`src/rtl/fifo_ctrl_pkg.sv`:
```
// Shared types and default sizing for the board FIFO access controller.
package fifo_ctrl_pkg;
    localparam int DEF_DATA_W    = 4;
    localparam int DEF_DEPTH     = 512;
    localparam int DEF_DB_CYCLES = 500000;

    typedef enum logic [1:0] {IDLE, WR, RD, RD_CAP} state_e;
    typedef enum logic {DIR_WR, DIR_RD} dir_e;
endpackage

```
`src/rtl/fifo_access_ctrl_btn_conditioner.sv`:
```
// Pushbutton conditioner: 2-FF synchronizer, consecutive-cycle debounce and
// a one-cycle pulse when the debounced level rises.
module btn_conditioner
    import fifo_ctrl_pkg::*;
#(
    parameter int DB_CYCLES = DEF_DB_CYCLES
) (
    input  logic clk,
    input  logic reset,
    input  logic btn,
    output logic rise
);
    localparam int DB_W = $clog2(DB_CYCLES + 1);

    logic            sync1, sync2, level;
    logic [DB_W-1:0] db_cnt;

    always_ff @(posedge clk) begin
        if (reset) begin
            sync1  <= 1'b0;
            sync2  <= 1'b0;
            level  <= 1'b0;
            rise   <= 1'b0;
            db_cnt <= '0;
        end else begin
            sync1 <= btn;
            sync2 <= sync1;
            rise  <= 1'b0;
            // Any cycle where the synced level agrees with the debounced one restarts the count
            if (sync2 != level) begin
                if (db_cnt == DB_W'(DB_CYCLES - 1)) begin
                    level  <= sync2;
                    rise   <= sync2;
                    db_cnt <= '0;
                end else begin
                    db_cnt <= db_cnt + 1'b1;
                end
            end else begin
                db_cnt <= '0;
            end
        end
    end
endmodule

```
`src/rtl/fifo_access_ctrl.sv`:
```
// Serializes button-driven writes/reads to the board FIFO, tracks exact
// occupancy, and blocks overflow/underflow with sticky error flags.
module fifo_access_ctrl
    import fifo_ctrl_pkg::*;
#(
    parameter int DATA_W    = DEF_DATA_W,
    parameter int DEPTH     = DEF_DEPTH,
    parameter int CNT_W     = 10,
    parameter int DB_CYCLES = DEF_DB_CYCLES
) (
    input  logic              clk,
    input  logic              reset,
    input  logic              wr_btn,
    input  logic              rd_btn,
    input  logic [DATA_W-1:0] wr_data,
    input  logic [DATA_W-1:0] fifo_q,
    output logic              fifo_wrreq,
    output logic              fifo_rdreq,
    output logic [DATA_W-1:0] fifo_data,
    output logic [DATA_W-1:0] rd_data,
    output logic              rd_valid,
    output logic [CNT_W-1:0]  count,
    output logic              full,
    output logic              empty,
    output logic              err_overflow,
    output logic              err_underflow,
    output logic              busy
);
    state_e state, next_state;
    dir_e   last_served;
    logic   wr_rise, rd_rise;
    logic   pend_wr, pend_rd;
    logic   grant_wr, grant_rd;

    btn_conditioner #(.DB_CYCLES(DB_CYCLES)) u_wr_btn (
        .clk(clk), .reset(reset), .btn(wr_btn), .rise(wr_rise)
    );
    btn_conditioner #(.DB_CYCLES(DB_CYCLES)) u_rd_btn (
        .clk(clk), .reset(reset), .btn(rd_btn), .rise(rd_rise)
    );

    assign full  = (count == CNT_W'(DEPTH));
    assign empty = (count == '0);
    assign busy  = (state != IDLE);
    // Strobes drop in the very cycle reset is sampled, not one later
    assign fifo_wrreq = (state == WR) && !reset;
    assign fifo_rdreq = (state == RD) && !reset;

    always_comb begin
        next_state = state;
        grant_wr   = 1'b0;
        grant_rd   = 1'b0;
        case (state)
            IDLE: begin
                if (pend_wr && (!pend_rd || last_served == DIR_RD)) begin
                    grant_wr = 1'b1;
                    if (!full) next_state = WR;
                end else if (pend_rd) begin
                    grant_rd = 1'b1;
                    if (!empty) next_state = RD;
                end
            end
            WR:      next_state = IDLE;
            RD:      next_state = RD_CAP;
            RD_CAP:  next_state = IDLE;
            default: next_state = IDLE;
        endcase
    end

    always_ff @(posedge clk) begin
        if (reset) begin
            state         <= IDLE;
            pend_wr       <= 1'b0;
            pend_rd       <= 1'b0;
            last_served   <= DIR_RD;
            count         <= '0;
            fifo_data     <= '0;
            rd_data       <= '0;
            rd_valid      <= 1'b0;
            err_overflow  <= 1'b0;
            err_underflow <= 1'b0;
        end else begin
            state   <= next_state;
            pend_wr <= (pend_wr && !grant_wr) || wr_rise;
            pend_rd <= (pend_rd && !grant_rd) || rd_rise;
            if (grant_wr) begin
                last_served <= DIR_WR;
                if (full) err_overflow <= 1'b1;
                else      fifo_data    <= wr_data;
            end
            if (grant_rd) begin
                last_served <= DIR_RD;
                if (empty) err_underflow <= 1'b1;
            end
            if (state == WR) count <= count + 1'b1;
            if (state == RD) count <= count - 1'b1;
            rd_valid <= (state == RD_CAP);
            if (state == RD_CAP) rd_data <= fifo_q;
        end
    end
endmodule

```
`config.mk`:
```
export PLATFORM = sky130hd
export DESIGN_NAME = fifo_access_ctrl
export DESIGN_NICKNAME = d
export VERILOG_FILES = /design/src/rtl/fifo_ctrl_pkg.sv /design/src/rtl/fifo_access_ctrl_btn_conditioner.sv /design/src/rtl/fifo_access_ctrl.sv
export SDC_FILE = /design/constraint.sdc
export NUM_CORES = 1
export LEC_CHECK = 0
export CAP_MARGIN = 5
export CORE_ASPECT_RATIO = 1.2
export CORE_MARGIN = 5
export CORE_UTILIZATION = 56
export CTS_CLUSTER_DIAMETER = 120
export DETAILED_ROUTE_END_ITERATION = 6
export PLACE_DENSITY = 0.79
export SETUP_SLACK_MARGIN = 0.1
export SYNTH_ARGS = -nofsm -noshare
export SYNTH_HDL_FRONTEND = slang
export SYNTH_SLANG_ARGS = --single-unit
```
`constraint.sdc`:
```
create_clock -name clk -period 3.25 [get_ports clk]
set_input_delay 0.4875 -clock clk [delete_from_list [all_inputs] [get_ports clk]]
set_output_delay 0.4875 -clock clk [all_outputs]
set_load 0.005 [all_outputs]
```
==> summary.md, run 1 <==
| Metric | Value |
|---|---|
| Run status | completed |
| Worst setup EP type | output pin |
| Type of the setup path with the least slack | reg2out |
| Syn_nets | 432 |
| Clock transition at path regs | 0.07 ns |
| Number of distinct library cells after synthesis | 57 |
| WP buf/inv | 3 |
| Dominant synthesized flop cell | dfxtp_1 |
| Final hold violation count | 0 |
| Busiest metal layer after global routing | met2 |
| Detailed Route WL | 7272 µm |
| Placed Cells incl. Taps | 510 |
| Maximum number of pins on one net before global-route repair | 29 |
| Clk Latency, worst-skew pair | 0.34 ns |
| Vertical die dimension | 97.26 µm |
| Number of enable-type register cells in the synthesized netlist | 0 |
| Actual transition at the worst max-transition pin | 0.6326 ns |
| Die area | 8045 µm² |
| Area share of the leading cell type in the synthesized netlist | 40.56% |
| Fraction of final layout cells sized beyond drive strength 1 | 5.856% |
| Setup-failing EPs final | 0 |
| Worst-case vdd ir drop | 0.0004419 V |
| Cell family with most CP delay | buffers and inverters |
| Number of H-tree branching levels | 3 |
| Path category of the worst min-delay check | reg2reg |
| Global routing usage on met1 | 22.85% |
| Most frequent cell after synthesis | nor2_1 |
| Slowest Stage Delay on Critical Path | 0.52 ns |
| Area growth syn-to-layout | 16.87% |
| CTS tree | done |
| Post-placement worst setup slack | 0.8119 ns |
| Fraction of the yosys area taken by sequential cells | 40.56% |
| Final routed DRC violation total | 0 |
| Synth cell count leaders | nor2_1, dfxtp_1, xor2_1 |
| Die width | 82.72 µm |
| Proportion of synthesized flip-flops having asynchronous set or reset | 0% |
| Final worst-path cycle share | 82.14% |
| Non-filler instance count after layout | 526 |
| Most frequent cell on the critical path | inv_1 |
| # clock sinks | 72 |
| Number of hold-repair buffers added at the cts stage | 0 |
| Data arrival time of the critical path | 2.18 ns |
| Nets@finish | 460 |
| Critical-path maximum fanout | 14 |
| Worst endpoint required time | 2.76 ns |
| Number of antenna diodes | 0 |
| Syn. warnings | 0 |
| Global-route wire length before repair | 12450 µm |
| Drt first-iter violations | 147 |
| Antenna violations before repair | 0 |
| Number of gates resized after CTS | 0 |
| Setup repair after global routing missed its margin | no |
| Count of standard-cell rows | 31 |
| Detailed placement HPWL | 5062 µm |
| CTS Buf Count | 9 |
| Total number of vias | 2980 |
| Total of buffers placed on input and output ports | 37 |
| Netlist Area Pre-Place | 3553 µm² |
| CP max-delay cell | clkdlybuf4s50_1 |
| Fin Clk Skew | 0.006916 ns |
| Number of nets with antenna violations after routing | 0 |
| Effective utilization at floorplan | 58.35% |
| Vias per Instance | 5.665 |
| Root buffer cell | clkbuf_8 |
| Number of pins with negative max-slew slack in the final report | 0 |
| Time the worst path needs with I/O delays and setup | 2.669 ns |
| Max-cap check violation count | 0 |
| Via count of the first global-routing pass | 2854 |
| Flop and latch count out of synthesis | 72 |
| Gr ovfl total | 0 |
| Leak Pwr | 1.460 nW |
| I/O Pins | 38 |
| Overall Global Routing Usage | 19.17% |
| CP Launch Type | register |
| Power per cell area | 669.9 nW/µm² |
| Biggest area contributors in the synthesized netlist | dfxtp_1, nor2_1, xor2_1 |
| Library cell occupying the most area in the post-synthesis netlist | dfxtp_1 |
| Upper clock frequency limit | 374.6 MHz |
| Cells along the critical path | inv_1 -> ha_1 -> inv_1 -> nor2_1 -> clkdlybuf4s50_1 |
| Setup Total Neg Slack | 0 ns |
| Routability congestion estimate | 0.8375 |
| Maximum buffer depth of the clock tree | 2 |
| Drt wl/cell | 13.83 µm |
| Met3 GRT Util | 4.267% |
| Total power after layout | 2.782 mW |
| Final worst-path setup slack | 0.5805 ns |
| Cells after synthesis | 411 |
| Global-route met2 utilization | 31.79% |
| Mean instance size in the synthesized netlist | 8.646 µm² |
| Postcts setup bufs | 0 |
| Area of the placeable core | 6090 µm² |
| Worst slew slack as a fraction of its limit | 57.83% |
| Number of iterations in the first detailed-routing pass | 4 |
[report_power, final]
part           switching [mW]  leakage [nW]  total [mW]  internal, mW
sequential              0.142         0.582        1.09         0.947
clock                   0.333         0.107       0.731         0.398
combinational           0.492         0.771       0.962         0.469
total                   0.967          1.46        2.78          1.81
[stage by stage]
stage	hold WS (ns)	cell area (µm²)	utilization [%]
3_3_place_gp	0.4214	3945	64.78
4_1_cts	0.4520	4153	68.19
3_5_place_dp	0.4318	3945	64.78
6_report	0.4588	4153	68.19
5_1_grt	0.4702	4153	68.19
2_1_floorplan	0.4130	3553	-
[layout by cell type (no fill, tap or decap), types with 3 or more instances in the layout]
cell and instances:
nor2_1 74, dfxtp_1 72, clkdlybuf4s50_1 37, xor2_1 22, nand2_1 20, xnor2_1 18
nand3_1 17, a21oi_1 16, nor2b_1 13, mux2i_1 11, clkbuf_8 11, inv_1 10
nand4_1 10, nor3_1 10, ha_1 9, and3_1 8, o21ai_0 8, and4_1 7
or3_1 6, nor4_1 4, nand4b_1 4, nor3b_1 4, nor4b_1 3, mux2_2 3
buf_4 3
[per-layer routing]
metal  up-vias  part of all wire [%]
li1       1489                     -
met1      1416                    45
met2        62                    50
met3        13                   3.4
met4         0                   2.0
met5         -                     0
[worst min-delay path: cells and delay by family (launching register included)]
family          cells  cell delay, ns
compound gates      1            0.04
flops               1            0.32
simple gates        1            0.07
[cell families (layout without fill, tap and decap cells)]
group	count (synthesis)	in the layout	share of synthesized area, %
AOI/OAI and AO/OA	47	47	9.014
xor gates and xnor gates	40	40	9.859
adders and majority gates	9	9	3.169
buffers and inverters	33	66	3.979
DFF	72	72	40.56
muxes	15	15	4.366
and+or+nand+nor	195	195	29.05
[flip-flops by register name (all words and copies together) (netlist names)]
signal           cells
pend_wr              1
err_overflow         1
u_wr_btn.rise        1
u_wr_btn.sync1       1
last_served          1
rd_valid             1
u_rd_btn.level       1
state                2
u_wr_btn.level       1
err_underflow        1
u_rd_btn.sync1       1
u_wr_btn.db_cnt     19
u_rd_btn.db_cnt     19
pend_rd              1
u_rd_btn.sync2       1
u_wr_btn.sync2       1
fifo_data            4
u_rd_btn.rise        1
count               10
rd_data              4
[worst paths after layout]
| check | from | end | slack [ns] | cells past startpoint |
|---|---|---|---|---|
| setup / recovery | state[0] | fifo_rdreq | 0.58 | 5 |
| hold / removal | u_wr_btn.rise | pend_wr | 0.46 | 2 |
| setup reg to reg | state[0] | count[4] | 0.81 | 9 |
| hold reg to reg | u_wr_btn.rise | pend_wr | 0.46 | 2 |
[cell type report]
| class | instances | area [µm²] |
|---|---|---|
| Clock inverter | 4 | 52.55 |
| Multi-Input combinational cell | 306 | 1971 |
| Tap cell | 82 | 102.6 |
| Sequential cell | 72 | 1441 |
| Fill cell | 515 | 1937 |
| Timing Repair Buffer | 40 | 392.9 |
| Inverter | 10 | 37.54 |
| Clock buffer | 12 | 155.1 |
No activity file was read; power rests on OpenSTA's default activity.
==> inputs of run 2 (changes only) <==
Clock period 3.25 ns to 2.5 ns, I/O delays scaled along.
==> run 2 against run 1 <==
Critical path depth shrank 1. Clock power up 57%. Clock skew is 0.0039 ns higher. Design area increased by 3.6%. Final cell count increased by 1.7%. Global-route usage is 0.76 points higher. Register-to-register slack worse by 0.58 ns. Clock-buffer cell count is 2 lower. Sequential share of layout area is 1.0 points lower. Utilization grew 2.5 points. Power rose by 43%. First-iteration DRC count down 3.4%. Critical path type unchanged.
==> summary.md, run 2 (synthesis results as in run 1) <==
| Metric | Value |
|---|---|
| Setup-failing EPs final | 0 (unchanged) |
| Number of cells on the worst reg-to-reg path | 8 (-1) |
| Most common cell after layout, fill and taps aside | nor2_1 |
| Number of iterations in the first detailed-routing pass | 5 (+1) |
| Power share of the clock group | 28.9% (+2.6 points) |
| Detailed Route WL | 7593 µm (+4.4%) |
| Final hold violation count | 0 (unchanged) |
| Gr ovfl total | 0 (unchanged) |
| Final Hold Slack | 0.4550 ns (-0.003833 ns) |
| Nets@finish | 469 (+2.0%) |
| Number of H-tree branching levels | 3 (unchanged) |
| Root buffer cell | clkbuf_8 |
| Finished Cell Area | 4303 µm² (+3.6%) |
| Clk Latency, worst-skew pair | 0.35 ns (about the same) |
| CTS Buf Count | 9 (unchanged) |
| Area occupied by multi-input gates | 1999 µm² (+1.5%) |
| Reg-to-Reg End | count[4] |
| Hold depth | 1 (-1) |
| Area growth syn-to-layout | 21.09% |
| Worst slew slack as a fraction of its limit | 59.81% (+2.0 points) |
| Worst-case vdd ir drop | 0.0005357 V (+21%) |
| Combined flip-flop and latch cell area | 1450 µm² (+0.61%) |
| Actual transition at the worst max-transition pin | 0.6015 ns (-0.03116 ns) |
| Final routed DRC violation total | 0 (unchanged) |
| Internal power | 2.646 mW (+46%) |
| Global-route wire length before repair | 12650 µm (+1.5%) |
| Die width | 82.72 µm (unchanged) |
| Sw frac | 33.46% (-1.3 points) |
| Worst setup startpoint | count[6] |
| Most frequent cells in the layout | nor2_1, dfxtp_1, clkdlybuf4s50_1, xor2_1, nand2_1 |
| Endpoint of the most critical setup path | full |
| Number of nets with antenna violations after routing | 0 (unchanged) |
| Critical-path maximum fanout | 8 (-6) |
| Part of the total power dissipated in sequential elements | 35.1% (-4.0 points) |
| Total of buffers placed on input and output ports | 37 (unchanged) |
| Setup Total Neg Slack | 0 ns (unchanged) |
| Overall Global Routing Usage | 19.93% (+0.76 points) |
| Largest registers | u_rd_btn.db_cnt (19), u_wr_btn.db_cnt (19), count (10) |
| Setup slack, reg-to-reg | 0.23 ns (-0.58 ns) |
| Clock transition at path regs | 0.08 ns (about the same) |
| Total number of vias | 2995 (+0.50%) |
| Area of placed instances | 4009 µm² (+1.6%) |
| I/O Pins | 38 (unchanged) |
| Share of total power in combinational logic | 36.0% (+1.4 points) |
| Data arrival time of the critical path | 1.95 ns (-0.23 ns) |
| Antenna violations before repair | 0 (unchanged) |
| Vertical die dimension | 97.26 µm (unchanged) |
| Drt wl/cell | 14.19 µm (+2.7%) |
| Path category of the worst min-delay check | reg2reg |
| Die area | 8045 µm² (unchanged) |
| Fin Clk Skew | 0.01086 ns (+0.003949 ns) |
| Via count of the first global-routing pass | 2816 (-1.3%) |
| CTS tree | done |
| Worst endpoint required time | 2.12 ns (-0.64 ns) |
| Reg-to-reg critical path startpoint | state[1] |
| CP Launch Type | register |
| Effective utilization at floorplan | 58.35% (unchanged) |
| Worst setup EP type | output pin |
| Maximum buffer depth of the clock tree | 2 (unchanged) |
| Setup repair after global routing missed its margin | yes |
| Area of the placeable core | 6090 µm² (unchanged) |
| Net Switching | 1.331 mW (+38%) |
| # clock sinks | 72 (unchanged) |
| Routability congestion estimate | 0.9139 (+9.1%) |
| Filler Cells Inserted | 492 (-4.5%) |
| Number of pins with negative max-slew slack in the final report | 0 (unchanged) |
| Final worst-path cycle share | 93.07% |
| Power per cell area | 924.2 nW/µm² (+38%) |
| Count of standard-cell rows | 31 (unchanged) |
| Detailed placement HPWL | 5342 µm (+5.5%) |
| Drt first-iter violations | 142 (-3.4%) |
| Fraction of final layout cells sized beyond drive strength 1 | 11.04% (+5.2 points) |
| Vias per Instance | 5.598 (-1.2%) |
| Time the worst path needs with I/O delays and setup | 2.327 ns |
| Leak Pwr | 1.529 nW (+4.7%) |
| Type of the setup path with the least slack | reg2out |
| Run status | completed |
| Maximum number of pins on one net before global-route repair | 21 (-28%) |
| Number of antenna diodes | 0 (unchanged) |
| Upper clock frequency limit | 429.8 MHz |
| Max-cap check violation count | 0 (unchanged) |
==> run 2: changes by cell type in the layout (fill, tap and decap cells not counted), sizes merged <==
| cell | delta |
|---|---|
| buf | +9 |
| inv | +1 |
| bufinv | +2 |
| clkinv | -2 |
| clkbuf | -2 |
| clkinvlp | +1 |
==> run 2: through the flow <==
step,cells,utilization [%],setup slack (ns),total power [mW]
global placement,517,65.83,0.3393,2.750
detailed placement,517,65.83,0.2366,2.777
finish,535,70.66,0.1732,3.977
global route,535,70.66,0.05744,4.211
CTS,533,70.04,0.1043,3.941
floorplan,411,-,0.04221,2.317
==> run 2: power by group through the flow <==
stage,logic (mW),clock network (mW),registers [mW]
floorplan,0.977,0,1.34
global placement,1.34,0,1.41
detailed placement,1.36,0,1.41
CTS,1.38,1.17,1.39
global route,1.56,1.23,1.41
finish,1.43,1.15,1.40
==> run 2: area by class of cell <==
type	instances	share of cell area, %
sequential	72	33.70
tap	82	2.384
clock inverter	6	2.675
inverter	10	0.8723
timing repair buffer	49	10.70
multi-input combinational	306	46.47
clock buffer	10	3.199
==> run 2: metal layers <==
metal / global-route usage, % / up-vias / part of all wire, %
met3: 5.195 / 13 / 5.0
met2: 32.90 / 71 / 51
met5: 0 / - / 0
met4: 9.308 / 0 / 1.8
li1: - / 1502 / -
met1: 23.45 / 1409 / 42
==> run 2: worst max-delay path, cell delays in order, from the launching register on <==
cell             delay, ns
dfxtp_4               0.38
nor4_4                0.29
nand3b_1              0.22
nor2_2                0.18
clkdlybuf4s50_1       0.52
==> run 2: timing repair <==
item                       4_1_cts  5_1_grt
pin swaps                        0        3
setup buffers                    0        2
hold buffers                     0        0
resized for setup                2        8
setup endpoints to repair        2       18
==> run 2: worst min-delay path by stage <==
| stage | startpoint | to | slack (ns) |
|---|---|---|---|
| global placement | u_wr_btn.sync1 | u_wr_btn.sync2 | 0.42 |
| CTS | u_rd_btn.sync1 | u_rd_btn.sync2 | 0.45 |
| global route | u_rd_btn.sync1 | u_rd_btn.sync2 | 0.48 |
| detailed placement | u_rd_btn.sync1 | u_rd_btn.sync2 | 0.43 |
| finish | u_rd_btn.sync1 | u_rd_btn.sync2 | 0.45 |
| floorplan | u_rd_btn.rise | pend_rd | 0.41 |
==> inputs of run 3 (changes only) <==
Settings changed: GPL_TIMING_DRIVEN from default to 0, MAX_ROUTING_LAYER from default to met4.
==> run 3 against run 2 <==
First-iteration DRC count is 55% higher. Die area is the same. Global-route usage up 2.2 points. Worst hold slack worse by 0.0050 ns. Routed wire length grew 10%. Critical endpoint is now count[7].
==> summary.md, run 3 (synthesis results as in run 1) <==
| Metric | Value |
|---|---|
| Run status | completed |
| Global-route wire length before repair | 13880 µm (+9.7%) |
| Nets@finish | 492 (+4.9%) |
| Max-cap check violation count | 0 (unchanged) |
| Global routing usage on met1 | 27.32% (+3.9 points) |
| Setup-failing EPs final | 0 (unchanged) |
| Most common cell after layout, fill and taps aside | nor2_1 |
| Finished Cell Area | 4502 µm² (+4.6%) |
| Hold path startpoint | u_rd_btn.rise |
| Critical-path maximum fanout | 9 (+1) |
| Reg-to-reg critical path startpoint | state[0] |
| Fin Clk Skew | 0.007266 ns (-0.003599 ns) |
| Number of antenna diodes | 0 (unchanged) |
| # clock sinks | 72 (unchanged) |
| Data arrival time of the critical path | 2.57 ns (+0.62 ns) |
| Power per cell area | 935.3 nW/µm² (+1.2%) |
| CTS tree | done |
| Terminating pin of the worst hold path | pend_rd |
| Global-route met2 utilization | 34.26% (+1.4 points) |
| Root buffer cell | clkbuf_8 |
| Area occupied by multi-input gates | 2092 µm² (+4.6%) |
| I/O Pins | 38 (unchanged) |
| Area of placed instances | 4060 µm² (+1.3%) |
| Worst setup EP type | register |
| Final routed DRC violation total | 0 (unchanged) |
| CP Launch Type | register |
| Gr ovfl total | 0 (unchanged) |
| Vertical die dimension | 97.26 µm (unchanged) |
| Worst endpoint required time | 2.74 ns (+0.62 ns) |
| Non-filler instance count after layout | 558 (+4.3%) |
| Maximum number of pins on one net before global-route repair | 13 (-38%) |
| Filler Cells Inserted | 468 (-4.9%) |
| Total number of vias | 3136 (+4.7%) |
| Detailed Route WL | 8357 µm (+10%) |
| Via count of the first global-routing pass | 2996 (+6.4%) |
| Type of the setup path with the least slack | reg2reg |
| Total power after layout | 4.211 mW (+5.9%) |
| Worst slew slack as a fraction of its limit | 64.65% (+4.8 points) |
| Count of standard-cell rows | 31 (unchanged) |
| Setup repair after global routing missed its margin | no |
| Actual transition at the worst max-transition pin | 0.5303 ns (-0.07118 ns) |
| Number of pins with negative max-slew slack in the final report | 0 (unchanged) |
| Most frequent cells in the layout | nor2_1, dfxtp_1, clkdlybuf4s50_1, xor2_1, nand2_1 |
| Worst-case vdd ir drop | 0.0005070 V (-5.4%) |
| Die width | 82.72 µm (unchanged) |
| Setup Total Neg Slack | 0 ns (unchanged) |
| Effective utilization at floorplan | 58.35% (unchanged) |
| Die area | 8045 µm² (unchanged) |
| Routability congestion estimate | 0.8796 (-3.8%) |
| Final worst-path cycle share | 92.97% (-0.10 points) |
| Clock transition at path regs | 0.08 ns (about the same) |
| Met3 GRT Util | 5.009% (-0.19 points) |
| Total of buffers placed on input and output ports | 37 (unchanged) |
| Final hold violation count | 0 (unchanged) |
| Maximum buffer depth of the clock tree | 2 (unchanged) |
| Overall Global Routing Usage | 22.13% (+2.2 points) |
| Path category of the worst min-delay check | reg2reg |
| Combined flip-flop and latch cell area | 1446 µm² (-0.26%) |
| CTS Buf Count | 9 (unchanged) |
| Number of H-tree branching levels | 3 (unchanged) |
| Reg-to-Reg End | count[7] |
| Number of nets with antenna violations after routing | 0 (unchanged) |
| Number of cells on the worst reg-to-reg path | 9 (+1) |
| Final Hold Slack | 0.4500 ns (-0.004959 ns) |
| Area of the placeable core | 6090 µm² (unchanged) |
| Fraction of final layout cells sized beyond drive strength 1 | 14.29% (+3.2 points) |
| Largest registers | u_rd_btn.db_cnt (19), u_wr_btn.db_cnt (19), count (10) |
| Setup slack, reg-to-reg | 0.18 ns (-0.05 ns) |
| Placed Cells incl. Taps | 530 (+2.5%) |
| Number of iterations in the first detailed-routing pass | 5 (unchanged) |
| Detailed placement HPWL | 5418 µm (+1.4%) |
| Busiest metal layer after global routing | met2 |
| Number of hold-repair buffers added at the cts stage | 0 (unchanged) |
| Area growth syn-to-layout | 26.69% |
| Leak Pwr | 1.619 nW (+5.9%) |
| Clk Latency, worst-skew pair | 0.35 ns (about the same) |
| Upper clock frequency limit | 430.2 MHz (+0.11%) |
| Hold depth | 2 (+1) |
| Drt first-iter violations | 220 (+55%) |
| Vias per Instance | 5.620 (+0.39%) |
| Antenna violations before repair | 0 (unchanged) |
| Time the worst path needs with I/O delays and setup | 2.324 ns (-0.002563 ns) |
| Drt wl/cell | 14.98 µm (+5.5%) |
## run 3: what timing repair did
action,4_1_cts,5_1_grt
gates cloned,0,0
setup buffers,10,4
setup endpoints to repair,7,7
pin swaps,7,6
gates resized for setup,20,18
## run 3: worst max-delay path by stage
| stage | cells after the start | end | slack [ns] | startpoint |
|---|---|---|---|---|
| 4_1_cts | 12 | count[4] | -0.006 | state[0] |
| 5_1_grt | 8 | count[7] | 0.07 | state[0] |
| 3_5_place_dp | 6 | fifo_rdreq | -0.77 | reset |
| 2_1_floorplan | 12 | count[4] | 0.04 | state[0] |
| 6_report | 9 | count[7] | 0.18 | state[0] |
| 3_3_place_gp | 6 | fifo_rdreq | -0.79 | reset |
## run 3: through the flow
stage / setup WS (ns) / utilization (%)
detailed placement: -0.7746 / 66.67
floorplan: 0.04221 / -
global route: 0.07343 / 73.93
finish: 0.1758 / 73.93
global placement: -0.7898 / 66.67
CTS: -0.005652 / 72.53
## run 3: critical path, stage by stage, from the launching register on
cell      delay [ns]
dfxtp_2         0.33
inv_2           0.08
ha_4            0.17
buf_4           0.20
nand4b_1        0.13
and4_1          0.17
clkbuf_1        0.26
o22ai_1         0.20
a221oi_2        0.34
mux2_1          0.35
## run 3: routing by layer
metal | up-vias | wire [µm]
met4 | 0 | 250
met5 | - | 0
met3 | 22 | 428
met1 | 1481 | 3553
met2 | 87 | 4124
li1 | 1546 | -
## run 3: area by class of cell
class,count,area share [%]
Clock inverter,4,1.140
Multi-Input combinational cell,306,46.47
Sequential cell,72,32.13
Tap cell,82,2.279
Clock buffer,12,3.669
Inverter,10,0.8338
Timing Repair Buffer,51,10.62
Buffer,21,2.863
## run 3: power breakdown
| part | internal (mW) | switching [mW] |
|---|---|---|
| logic | 0.919 | 0.966 |
| registers | 1.24 | 0.102 |
| clock network | 0.543 | 0.445 |
